File: config.mk
export PLATFORM = sky130hd
export DESIGN_NAME = mem_arbiter
export DESIGN_NICKNAME = d
export VERILOG_FILES = /design/src/rtl/mem_arbiter.sv
export SDC_FILE = /design/constraint.sdc
export NUM_CORES = 1
export LEC_CHECK = 0
export CAP_MARGIN = 20
export CORE_MARGIN = 3
export CORE_UTILIZATION = 38
export DETAILED_ROUTE_END_ITERATION = 12
export PLACE_DENSITY = 0.77
export SLEW_MARGIN = 5
export SYNTH_ARGS = -nofsm -noshare
export SYNTH_HDL_FRONTEND = slang
export SYNTH_SLANG_ARGS = --single-unit
File: constraint.sdc
create_clock -name Clk -period 4.25 [get_ports Clk]
set_input_delay 0.425 -clock Clk [delete_from_list [all_inputs] [get_ports Clk]]
set_output_delay 0.425 -clock Clk [all_outputs]
set_load 0.05 [all_outputs]
File: src/rtl/mem_arbiter.sv
// Shares one memory port between an instruction-fetch requester and a load/store
// requester. Ties alternate between them, and each wait for MemReady is bounded.
module mem_arbiter #(
    parameter int unsigned ADDR_W  = 32,
    parameter int unsigned DATA_W  = 32,
    parameter int unsigned TIMEOUT = 255
) (
    input  logic              Clk,
    input  logic              Rst,
    input  logic              IReq,
    input  logic [ADDR_W-1:0] IAddr,
    output logic              IValid,
    output logic [DATA_W-1:0] IRData,
    input  logic              DReq,
    input  logic              DWe,
    input  logic [ADDR_W-1:0] DAddr,
    input  logic [DATA_W-1:0] DWData,
    output logic              DValid,
    output logic [DATA_W-1:0] DRData,
    output logic              Err,
    output logic              MemEn,
    output logic              MemWe,
    output logic [ADDR_W-1:0] MemAddr,
    output logic [DATA_W-1:0] MemWData,
    input  logic [DATA_W-1:0] MemRData,
    input  logic              MemReady
);
    localparam int unsigned      CNT_W    = 8;
    localparam logic [CNT_W-1:0] CNT_LAST = CNT_W'(TIMEOUT - 1);

    typedef enum logic [1:0] {
        S_IDLE  = 2'd0,
        S_IBUSY = 2'd1,
        S_DBUSY = 2'd2
    } state_t;

    state_t            r_state;
    state_t            w_state_nxt;
    logic              r_last_d;
    logic [CNT_W-1:0]  r_cnt;
    logic              r_ivalid;
    logic              r_dvalid;
    logic              r_err;
    logic              r_mem_en;
    logic              r_mem_we;
    logic [ADDR_W-1:0] r_mem_addr;
    logic [DATA_W-1:0] r_mem_wdata;
    logic [DATA_W-1:0] r_irdata;
    logic [DATA_W-1:0] r_drdata;
    logic              w_i_elig;
    logic              w_d_elig;
    logic              w_gnt_i;
    logic              w_gnt_d;
    logic              w_done;
    logic              w_abort;

    // A requester is not eligible while its own completion pulse is showing.
    assign w_i_elig = IReq & ~r_ivalid;
    assign w_d_elig = DReq & ~r_dvalid;

    always_ff @(posedge Clk or posedge Rst) begin
        if (Rst) r_state <= S_IDLE;
        else     r_state <= w_state_nxt;
    end

    always_comb begin
        w_state_nxt = r_state;
        w_gnt_i     = 1'b0;
        w_gnt_d     = 1'b0;
        w_done      = 1'b0;
        w_abort     = 1'b0;
        case (r_state)
            S_IDLE: begin
                if (w_d_elig && (!w_i_elig || !r_last_d)) begin
                    w_gnt_d     = 1'b1;
                    w_state_nxt = S_DBUSY;
                end else if (w_i_elig) begin
                    w_gnt_i     = 1'b1;
                    w_state_nxt = S_IBUSY;
                end
            end
            S_IBUSY, S_DBUSY: begin
                // A ready on the last allowed cycle still completes normally.
                if (MemReady) begin
                    w_done      = 1'b1;
                    w_state_nxt = S_IDLE;
                end else if (r_cnt == CNT_LAST) begin
                    w_abort     = 1'b1;
                    w_state_nxt = S_IDLE;
                end
            end
            default: w_state_nxt = S_IDLE;
        endcase
    end

    // Grant latching, wait counter, completion pulses and read data capture.
    always_ff @(posedge Clk or posedge Rst) begin
        if (Rst) begin
            r_last_d    <= 1'b0;
            r_cnt       <= '0;
            r_ivalid    <= 1'b0;
            r_dvalid    <= 1'b0;
            r_err       <= 1'b0;
            r_mem_en    <= 1'b0;
            r_mem_we    <= 1'b0;
            r_mem_addr  <= '0;
            r_mem_wdata <= '0;
            r_irdata    <= '0;
            r_drdata    <= '0;
        end else begin
            r_ivalid <= 1'b0;
            r_dvalid <= 1'b0;
            r_err    <= 1'b0;
            if (w_gnt_i) begin
                r_mem_en   <= 1'b1;
                r_mem_we   <= 1'b0;
                r_mem_addr <= IAddr;
                r_cnt      <= '0;
                r_last_d   <= 1'b0;
            end else if (w_gnt_d) begin
                r_mem_en    <= 1'b1;
                r_mem_we    <= DWe;
                r_mem_addr  <= DAddr;
                r_mem_wdata <= DWData;
                r_cnt       <= '0;
                r_last_d    <= 1'b1;
            end else if (w_done || w_abort) begin
                r_mem_en <= 1'b0;
                r_mem_we <= 1'b0;
                r_err    <= w_abort;
                if (r_state == S_IBUSY) begin
                    r_ivalid <= 1'b1;
                    if (w_done) r_irdata <= MemRData;
                end else begin
                    r_dvalid <= 1'b1;
                    if (w_done && !r_mem_we) r_drdata <= MemRData;
                end
            end else if (r_state != S_IDLE) begin
                r_cnt <= r_cnt + CNT_W'(1);
            end
        end
    end

    assign IValid   = r_ivalid;
    assign IRData   = r_irdata;
    assign DValid   = r_dvalid;
    assign DRData   = r_drdata;
    assign Err      = r_err;
    assign MemEn    = r_mem_en;
    assign MemWe    = r_mem_we;
    assign MemAddr  = r_mem_addr;
    assign MemWData = r_mem_wdata;

endmodule

==> results by group, run 1 <==
STA
  – Rel. slew slack: 0.288
  – Final Cycle Share: 0.576
  – Hold WS: between 300 and 400 ps
  – Period minus WS final: 2450 ps
  – Fmax: about 410 MHz
  – Worst-Margin Slew: ~1100 ps
  – RSZ-0062 raised after global routing: false
  – # setup viols final: 0
  – Fin Setup TNS: 0 ps
  – Setup Skew: ~6.2 ps
  – Max-slew violations: 0
  – Final hold viol count: 0

CTS
  – CTS buffer count: 17
  – Post-CTS sizing: 0
  – Clock sink total: between 100 and 150
  – Setup Fix Bufs, Post-CTS: 0
  – CTS H-Tree Depth: 4
  – Worst skew pair latency: 410 ps
  – CTS root buf: clkbuf_16
  – Clk buf depth: 2
  – CTS tree: built
  – Clock transition at path regs: ~60 ps
  – Hold_buf cts: 0

Route
  – DRT Pass-1 Iters: 4
  – Total wire length: around 16000 um
  – Vias: 4432
  – Final ANT Viol Nets: 0
  – Vias per Instance: around 4.8
  – Routed len/inst: approximately 17 um
  – Post-route DRC: 0
  – Initial DRC count: about 180

Worst setup path
  – CP Max Fanout: 51
  – CP delay by family, top: compound AO/OA/AOI/OAI gates
  – WP data arrival: ~2700 ps
  – Reg-to-Reg Start: r_state[0]
  – Setup crit end kind: register
  – CP Class: register to register
  – Worst setup path start: r_state[0]
  – Critical path's slowest cell: a211oi_4
  – Buffers & Inverters on Critical Path: 3
  – Slowest cell delay on critical path: about 800 ps
  – Reg-to-reg endpoint: MemWData[26]
  – Worst-path cell chain: inv_1 > ha_1 > inv_2 > a211oi_4 > buf_12 > mux2_1
  – Crit path launch type: register
  – WP depth: 6
  – Req. time, crit path: 4540 ps
  – Flop-to-flop setup slack: between 1500 and 2000 ps
  – R2R cell count: 6

Yosys
  – Netlist cell types: 40
  – Post-synthesis mux area share: 0.217
  – Seq/Total Area, Yosys: 0.602
  – Mapped cell area: about 6000 um^2
  – Syn_area_per_cell: ~14 um^2
  – Syn nets: ~560
  – Synth Warn #: 0
  – Synth Area in Adders: 0.00836
  – Flop and latch count out of synthesis: ~140
  – Asr flop ratio synth: 1.00
  – Most used flip-flop cell after synthesis: dfrtp_1
  – Compound-Gate Fraction of Synth Area: 0.0719
  – Xor and xnor fraction of the mapped netlist area: 0
  – Post-synth EDFFs: 0
  – Cells after Synth: 425
  – Simple-gate portion of the synthesized area: 0.0700
  – Combinational family with the most area after synthesis: multiplexers

Placement
  – Final GP Congestion: slightly below 0.9
  – DP HPWL: approximately 12000 um
  – Area of placed instances: between 8000 and 9000 um^2
  – Port buffer count: 266

Finish
  – Most frequent cells in the layout: clkdlybuf4s50_1, dfrtp_1, nand2_1
  – Antenna Cells: 0
  – Final Core Density: 0.624
  – Layout cells sized above 1: 0.144
  – Footprint of the multi-input gates: around 2200 um^2
  – Fill cell count: roughly 1200
  – Nets: slightly above 800
  – Layout Area Growth over Synthesis: 59.6%
  – Most common cell after layout, fill and taps aside: clkdlybuf4s50_1
  – Sequential Area: 3600 um^2
  – Fin area: 9560 um^2

GRT
  – GRT Util Overall: 0.185
  – Number of global-route vias before repair: around 4700
  – Total grt overflow: 0
  – First-pass GRT wire length: around 26000 um
  – Largest net degree at the start of global routing: between 70 and 80
  – Initial antenna violation count: 0

Floorplan
  – Initial Utilization: 0.391
  – Core area: roughly 15000 um^2
  – Die Span X: between 100 and 150 um
  – IO Pins: 267
  – Die footprint: around 17000 um^2
  – Die span in y: 132 um
  – Core Rows: 45

Power
  – LEAKAGE: around 0.0041 uW
  – Total power divided by cell area: approximately 950 nW/um^2
  – Worst-case vdd ir drop: slightly above 0.5 mV

Run status
  – Outcome: finished, final reports clean

Flow run
  – Max-cap viol count: 0

Hold path
  – Hold Crit Class: input port to async pin
[cell type report]
cell class,instances,area share
Inverter,6,0.00275
Timing Repair Buffer,273,0.291
Tap cell,211,0.0276
Multi-Input combinational cell,251,0.231
Clock inverter,12,0.0215
Clock buffer,20,0.0488
Sequential cell,144,0.377
[logic make-up (layout without fill, tap and decap cells)]
| family | count (synthesis) | count (layout) |
|---|---|---|
| muxes | 98 | 98 |
| AOI/OAI and AO/OA | 55 | 55 |
| and+or+nand+nor | 94 | 94 |
| adders and majority gates | 4 | 4 |
| buffers and inverters | 30 | 311 |
| DFF | 144 | 144 |
[synthesized netlist by cell type, types with 2 or more instances]
cell type	number	share of area
dfrtp_1	144	0.60
nand2_1	69	0.043
mux2_4	52	0.13
mux2_1	44	0.083
a22oi_1	32	0.040
buf_2	7	0.0058
buf_6	7	0.013
clkbuf_1	6	0.0038
inv_1	5	0.0031
nand3_1	5	0.0042
buf_4	4	0.0050
ha_1	4	0.0084
nor2_1	4	0.0025
a22o_1	3	0.0044
and4_1	3	0.0044
nand4_1	3	0.0031
nor3_1	3	0.0025
o21ai_0	3	0.0025
a21oi_1	2	0.0017
nand2b_1	2	0.0021
nor2b_4	2	0.0046
o211ai_1	2	0.0025
o31ai_1	2	0.0025
[through the flow]
step	power, uW	cells	setup WS (ps)
after floorplan	5710	425	2020
after global placement	7320	882	1450
after detailed placement	7430	882	1390
after CTS	9140	914	1780
after global routing	9460	917	1590
final	9070	917	1800
[worst reg2reg max path: cells and delay by family, from the launching register on]
family,cells,cell delay [ps]
compound gates,1,780
fa+ha+maj,1,290
buf+inv,3,470
flops,1,400
mux,1,380
[report_power, final]
part,internal [uW],switching (uW)
Combinational,1860,3140
Sequential,2020,386
Clock,1090,572
[routing by layer]
layer  track usage  share of wire  vias up
li1              -              -     2043
met1         0.228           0.40     2201
met2         0.313           0.52      164
met3        0.0632          0.063       24
met4        0.0484          0.017        0
met5             0              0        -
[registers in the layout, indices dropped and copies added, names as in the netlist]
name      cells
MemAddr      32
Err           1
MemWData     32
r_cnt         8
r_last_d      1
IValid        1
IRData       32
MemWe         1
MemEn         1
DRData       32
r_state       2
DValid        1
[worst max-delay path by stage]
stage,to
floorplan,DRData[0]
global placement,IRData[30]
detailed placement,IRData[30]
CTS,MemWData[30]
global route,MemWData[26]
finish,MemWData[26]
(Power assumes the default switching activity.)
==> inputs of run 2 (changes only) <==
--- a/config.mk
+++ b/config.mk
@@ -7,7 +7,7 @@
 export LEC_CHECK = 0
 export CAP_MARGIN = 20
 export CORE_MARGIN = 3
-export CORE_UTILIZATION = 38
+export CORE_UTILIZATION = 40
 export DETAILED_ROUTE_END_ITERATION = 12
 export PLACE_DENSITY = 0.77
 export SLEW_MARGIN = 5
==> constraint.sdc (replaced) <==
create_clock -name Clk -period 2.35 [get_ports Clk]
set_input_delay 0.235 -clock Clk [delete_from_list [all_inputs] [get_ports Clk]]
set_output_delay 0.235 -clock Clk [all_outputs]
set_load 0.05 [all_outputs]
==> results by group, run 2 (synthesized netlist as in run 1, its figures left out) <==
Floorplan
  – Die Span X: approximately 130 um
  – Initial Utilization: 0.411
  – Die footprint: roughly 16000 um^2
  – IO Pins: between 200 and 300
  – Core Rows: 44
  – Core area: around 15000 um^2
  – Die span in y: 128 um

Finish
  – Nets: 834
  – Non-filler instance count after layout: 891
  – Layout cells sized above 1: 0.144
  – Layout Area Growth over Synthesis: 59.0%
  – Most frequent cells in the layout: clkdlybuf4s50_1, dfrtp_1, nand2_1
  – Fill cell count: approximately 1100
  – Most common cell after layout, fill and taps aside: clkdlybuf4s50_1
  – Footprint of the multi-input gates: 2210 um^2
  – Antenna Cells: 0
  – Sequential Area: ~3600 um^2

STA
  – Slack of the critical path: around 380 ps
  – Hold WS: around 300 ps
  – Fmax: around 510 MHz
  – Final hold viol count: 0
  – Worst-Margin Slew: 576 ps
  – # setup viols final: 0
  – RSZ-0062 raised after global routing: false
  – Setup Skew: 6.39 ps
  – Final Cycle Share: 0.838
  – Rel. slew slack: 0.615
  – Period minus WS final: 1970 ps
  – Fin Setup TNS: 0 ps
  – Max-slew violations: 0

Worst setup path
  – Crit path launch type: register
  – WP depth: 1
  – R2R cell count: 7
  – CP delay by family, top: buffers and inverters
  – CP Max Fanout: 3
  – Slowest cell delay on critical path: slightly below 900 ps
  – Buffers & Inverters on Critical Path: 1
  – Req. time, crit path: 2120 ps
  – CP Class: register to primary output
  – Critical path's slowest cell: clkdlybuf4s50_1
  – Worst-path cell chain: clkdlybuf4s50_1
  – Setup crit end kind: primary output
  – WP data arrival: 1730 ps

CTS
  – CTS tree: built
  – Clock transition at path regs: 60 ps
  – Post-CTS sizing: 0
  – Setup Fix Bufs, Post-CTS: 0
  – CTS root buf: clkbuf_16
  – Hold_buf cts: 0
  – CTS H-Tree Depth: 4
  – CTS buffer count: 17
  – Clock sink total: ~140
  – Clk buf depth: 2
  – Worst skew pair latency: roughly 410 ps

Route
  – Post-route DRC: 0
  – Total wire length: ~15000 um
  – Initial DRC count: around 260
  – Vias: between 4000 and 5000
  – Vias per Instance: 4.94
  – DRT Pass-1 Iters: 5
  – Routed len/inst: 17.4 um
  – Final ANT Viol Nets: 0

Power
  – PnR Total Power: 16300 uW
  – LEAKAGE: ~0.0041 uW
  – Worst-case vdd ir drop: ~0.80 mV
  – Total power divided by cell area: about 1700 nW/um^2

GRT
  – Largest net degree at the start of global routing: 80
  – First-pass GRT wire length: ~24000 um
  – Total grt overflow: 0
  – Initial antenna violation count: 0
  – GRT Util Overall: 0.188
  – Number of global-route vias before repair: 4535

Placement
  – DP HPWL: around 11000 um
  – Dpl ws: about 260 ps
  – Final GP Congestion: ~0.80
  – Port buffer count: approximately 270
  – Inst Count DP: roughly 860

Run status
  – Outcome: finished, final reports clean

Hold path
  – Hold Crit Class: input port to async pin

Flow run
  – Max-cap viol count: 0
[run 2: layout make-up]
cell class,instances,share of cell area
flip-flops and latches,144,0.378
repair buffers,276,0.295
multi-input cells,251,0.232
clock buffers,20,0.0480
well taps,184,0.0242
clock inverters,10,0.0194
inverters,6,0.00276
[run 2: report_power, final]
part | total, uW | internal, uW | switching [uW]
logic | 9080 | 3380 | 5700
registers | 4320 | 3650 | 674
clock network | 2920 | 1930 | 997
total | 16300 | 8960 | 7370
[run 2: per-layer routing]
metal  vias up  GRT usage  part of all wire
li1       2049          -                 -
met3        22     0.0552             0.078
met1      2164      0.238              0.40
met5         -          0                 0
met2       163      0.313              0.50
met4         0     0.0593             0.020
[run 2: through the flow]
stage                      util  instance area [um^2]
final                     0.653                  9520
after CTS                 0.653                  9520
after global placement    0.609                  8880
after detailed placement  0.609                  8880
after global routing      0.653                  9520
after floorplan               -                  5990
[run 2: path summary, 6_finish.rpt]
kind | from | end | slack [ps]
worst min-delay path | Rst | IRData[12] | 300
max in group asynchronous | Rst | r_cnt[6] | 1660
worst max-delay path | DValid | DValid | 380
worst min register to register | MemAddr[21] | MemAddr[21] | 460
min in group Clk | DWData[15] | MemWData[15] | 420
worst max register to register | r_state[0] | r_cnt[7] | 410
==> inputs of run 3 (changes only) <==
--- a/config.mk
+++ b/config.mk
@@ -7,7 +7,7 @@
 export LEC_CHECK = 0
 export CAP_MARGIN = 20
 export CORE_MARGIN = 3
-export CORE_UTILIZATION = 40
+export CORE_UTILIZATION = 38
 export DETAILED_ROUTE_END_ITERATION = 12
 export PLACE_DENSITY = 0.77
 export SLEW_MARGIN = 5
==> constraint.sdc (replaced) <==
create_clock -name Clk -period 1.6 [get_ports Clk]
set_input_delay 0.16 -clock Clk [delete_from_list [all_inputs] [get_ports Clk]]
set_output_delay 0.16 -clock Clk [all_outputs]
set_load 0.05 [all_outputs]
==> results by group, run 3 (synthesized netlist as in run 1, its figures left out) <==
Hold path
  – Hold Crit Class: input port to async pin

STA
  – Setup Skew: roughly 6 ps
  – Final hold viol count: 0
  – RSZ-0062 raised after global routing: true
  – Rel. slew slack: 0.719
  – Max-slew violations: 0
  – Hold WS: between 100 and 150 ps
  – # setup viols final: between 100 and 150
  – Slack of the critical path: -130 ps
  – Fmax: 578 MHz
  – Period minus WS final: between 1500 and 2000 ps
  – Worst-Margin Slew: 420 ps
  – Final Cycle Share: 1.08

Finish
  – Fin area: roughly 10000 um^2
  – Nets: 875
  – Most common cell after layout, fill and taps aside: buf_4
  – Layout cells sized above 1: 0.443
  – Layout Area Growth over Synthesis: 65.3%
  – Fill cell count: approximately 1100
  – Most frequent cells in the layout: buf_4, dfrtp_1, clkdlybuf4s50_1
  – Antenna Cells: 0
  – Footprint of the multi-input gates: between 2000 and 2500 um^2
  – Sequential Area: roughly 3600 um^2

Power
  – Switching portion of total power: 0.458
  – LEAKAGE: 0.00466 uW
  – Worst-case vdd ir drop: 1.66 mV
  – Clk network pwr share: 0.161
  – Logic pwr share: 0.579
  – Sequential share of power: 0.260
  – PnR Total Power: between 20000 and 25000 uW
  – Switching power: 11400 uW
  – Total power divided by cell area: 2510 nW/um^2
  – Internal Power: approximately 13000 uW

Route
  – Routed len/inst: about 18 um
  – Initial DRC count: around 170
  – Post-route DRC: 0
  – Vias per Instance: 4.86
  – Total wire length: 17300 um
  – Final ANT Viol Nets: 0
  – DRT Pass-1 Iters: 4
  – Vias: 4669

Worst setup path
  – Critical path's slowest cell: dfrtp_1
  – Flop-to-flop setup slack: -130 ps
  – CP delay by family, top: compound AO/OA/AOI/OAI gates
  – CP Class: register to register
  – Req. time, crit path: between 1500 and 2000 ps
  – CP Max Fanout: 5
  – Slowest cell delay on critical path: 380 ps
  – Setup crit end kind: register
  – Worst-path cell chain: inv_2 > ha_4 > nand4_1 > o21ai_4 > mux2_4 > a21o_1
  – Crit path launch type: register
  – Buffers & Inverters on Critical Path: 1
  – WP data arrival: about 2000 ps

Placement
  – DP HPWL: about 12000 um
  – Port buffer count: roughly 270
  – Final GP Congestion: between 0.8 and 0.9
  – Area of placed instances: a little under 9000 um^2
  – Dpl ws: -312 ps

GRT
  – First-pass GRT wire length: around 27000 um
  – Total grt overflow: 0
  – Largest net degree at the start of global routing: 52
  – GRT Util Overall: 0.193
  – Initial antenna violation count: 0
  – Number of global-route vias before repair: 4979

Floorplan
  – Die footprint: between 15000 and 20000 um^2
  – Core area: between 15000 and 20000 um^2
  – Die span in y: ~130 um
  – Initial Utilization: 0.391
  – IO Pins: 267
  – Die Span X: about 130 um
  – Core Rows: 45

Run status
  – Outcome: finished, violations left
  – Failing checks: setup timing

CTS
  – CTS H-Tree Depth: 4
  – Worst skew pair latency: 420 ps
  – CTS buffer count: 17
  – CTS root buf: clkbuf_16
  – Clock sink total: approximately 140
  – CTS tree: built
  – Clock transition at path regs: 60 ps
  – Hold_buf cts: 0
  – Clk buf depth: 2

Flow run
  – Max-cap viol count: 0
-- run 3: power groups by stage --
stage	registers, uW	clock network, uW	logic (uW)
floorplan	12000	0	3240
global route	6670	4230	15000
detailed placement	6440	0	13200
finish	6460	4000	14400
CTS	6440	4080	13800
global placement	6360	0	12900
-- run 3: path summary, 6_finish.rpt --
| check | depth (start not counted) | endpoint | from |
|---|---|---|---|
| setup reg to reg | 6 | r_cnt[4] | r_state[0] |
| max in group asynchronous | 3 | MemAddr[21] | Rst |
| hold reg to reg | 2 | MemAddr[15] | MemAddr[15] |
| min in group Clk | 3 | MemAddr[1] | DAddr[1] |
| setup / recovery | 6 | r_cnt[4] | r_state[0] |
| hold / removal | 2 | IRData[24] | Rst |
-- run 3: per-layer routing --
metal / track usage / part of all wire / up-vias
li1: - / - / 2126
met1: 0.238 / 0.41 / 2330
met2: 0.324 / 0.50 / 197
met3: 0.0628 / 0.072 / 16
met4: 0.0607 / 0.013 / 0
met5: 0 / 0 / -
-- run 3: final cells by class --
class / instances / area share
timing repair buffer: 317 / 0.297
clock buffer: 22 / 0.0469
multi-input combinational: 251 / 0.250
inverter: 6 / 0.00265
clock inverter: 9 / 0.0134
tap: 211 / 0.0267
sequential: 144 / 0.364
-- run 3: repair_timing --
| item | in CTS | in global routing |
|---|---|---|
| cloned | 2 | 5 |
| pin swaps | 3 | 15 |
| setup buffers | 5 | 1 |
| endpoints found under the setup margin | 118 | 128 |
| resized for setup | 30 | 40 |
-- run 3: metrics by stage --
| stage | setup TNS [ps] | utilization | cells |
|---|---|---|---|
| 2_1_floorplan | -79080 | - | 425 |
| 3_3_place_gp | -30610 | 0.575 | 916 |
| 3_5_place_dp | -33130 | 0.575 | 916 |
| 4_1_cts | -6880 | 0.627 | 954 |
| 5_1_grt | -14220 | 0.647 | 960 |
| 6_report | -7110 | 0.647 | 960 |
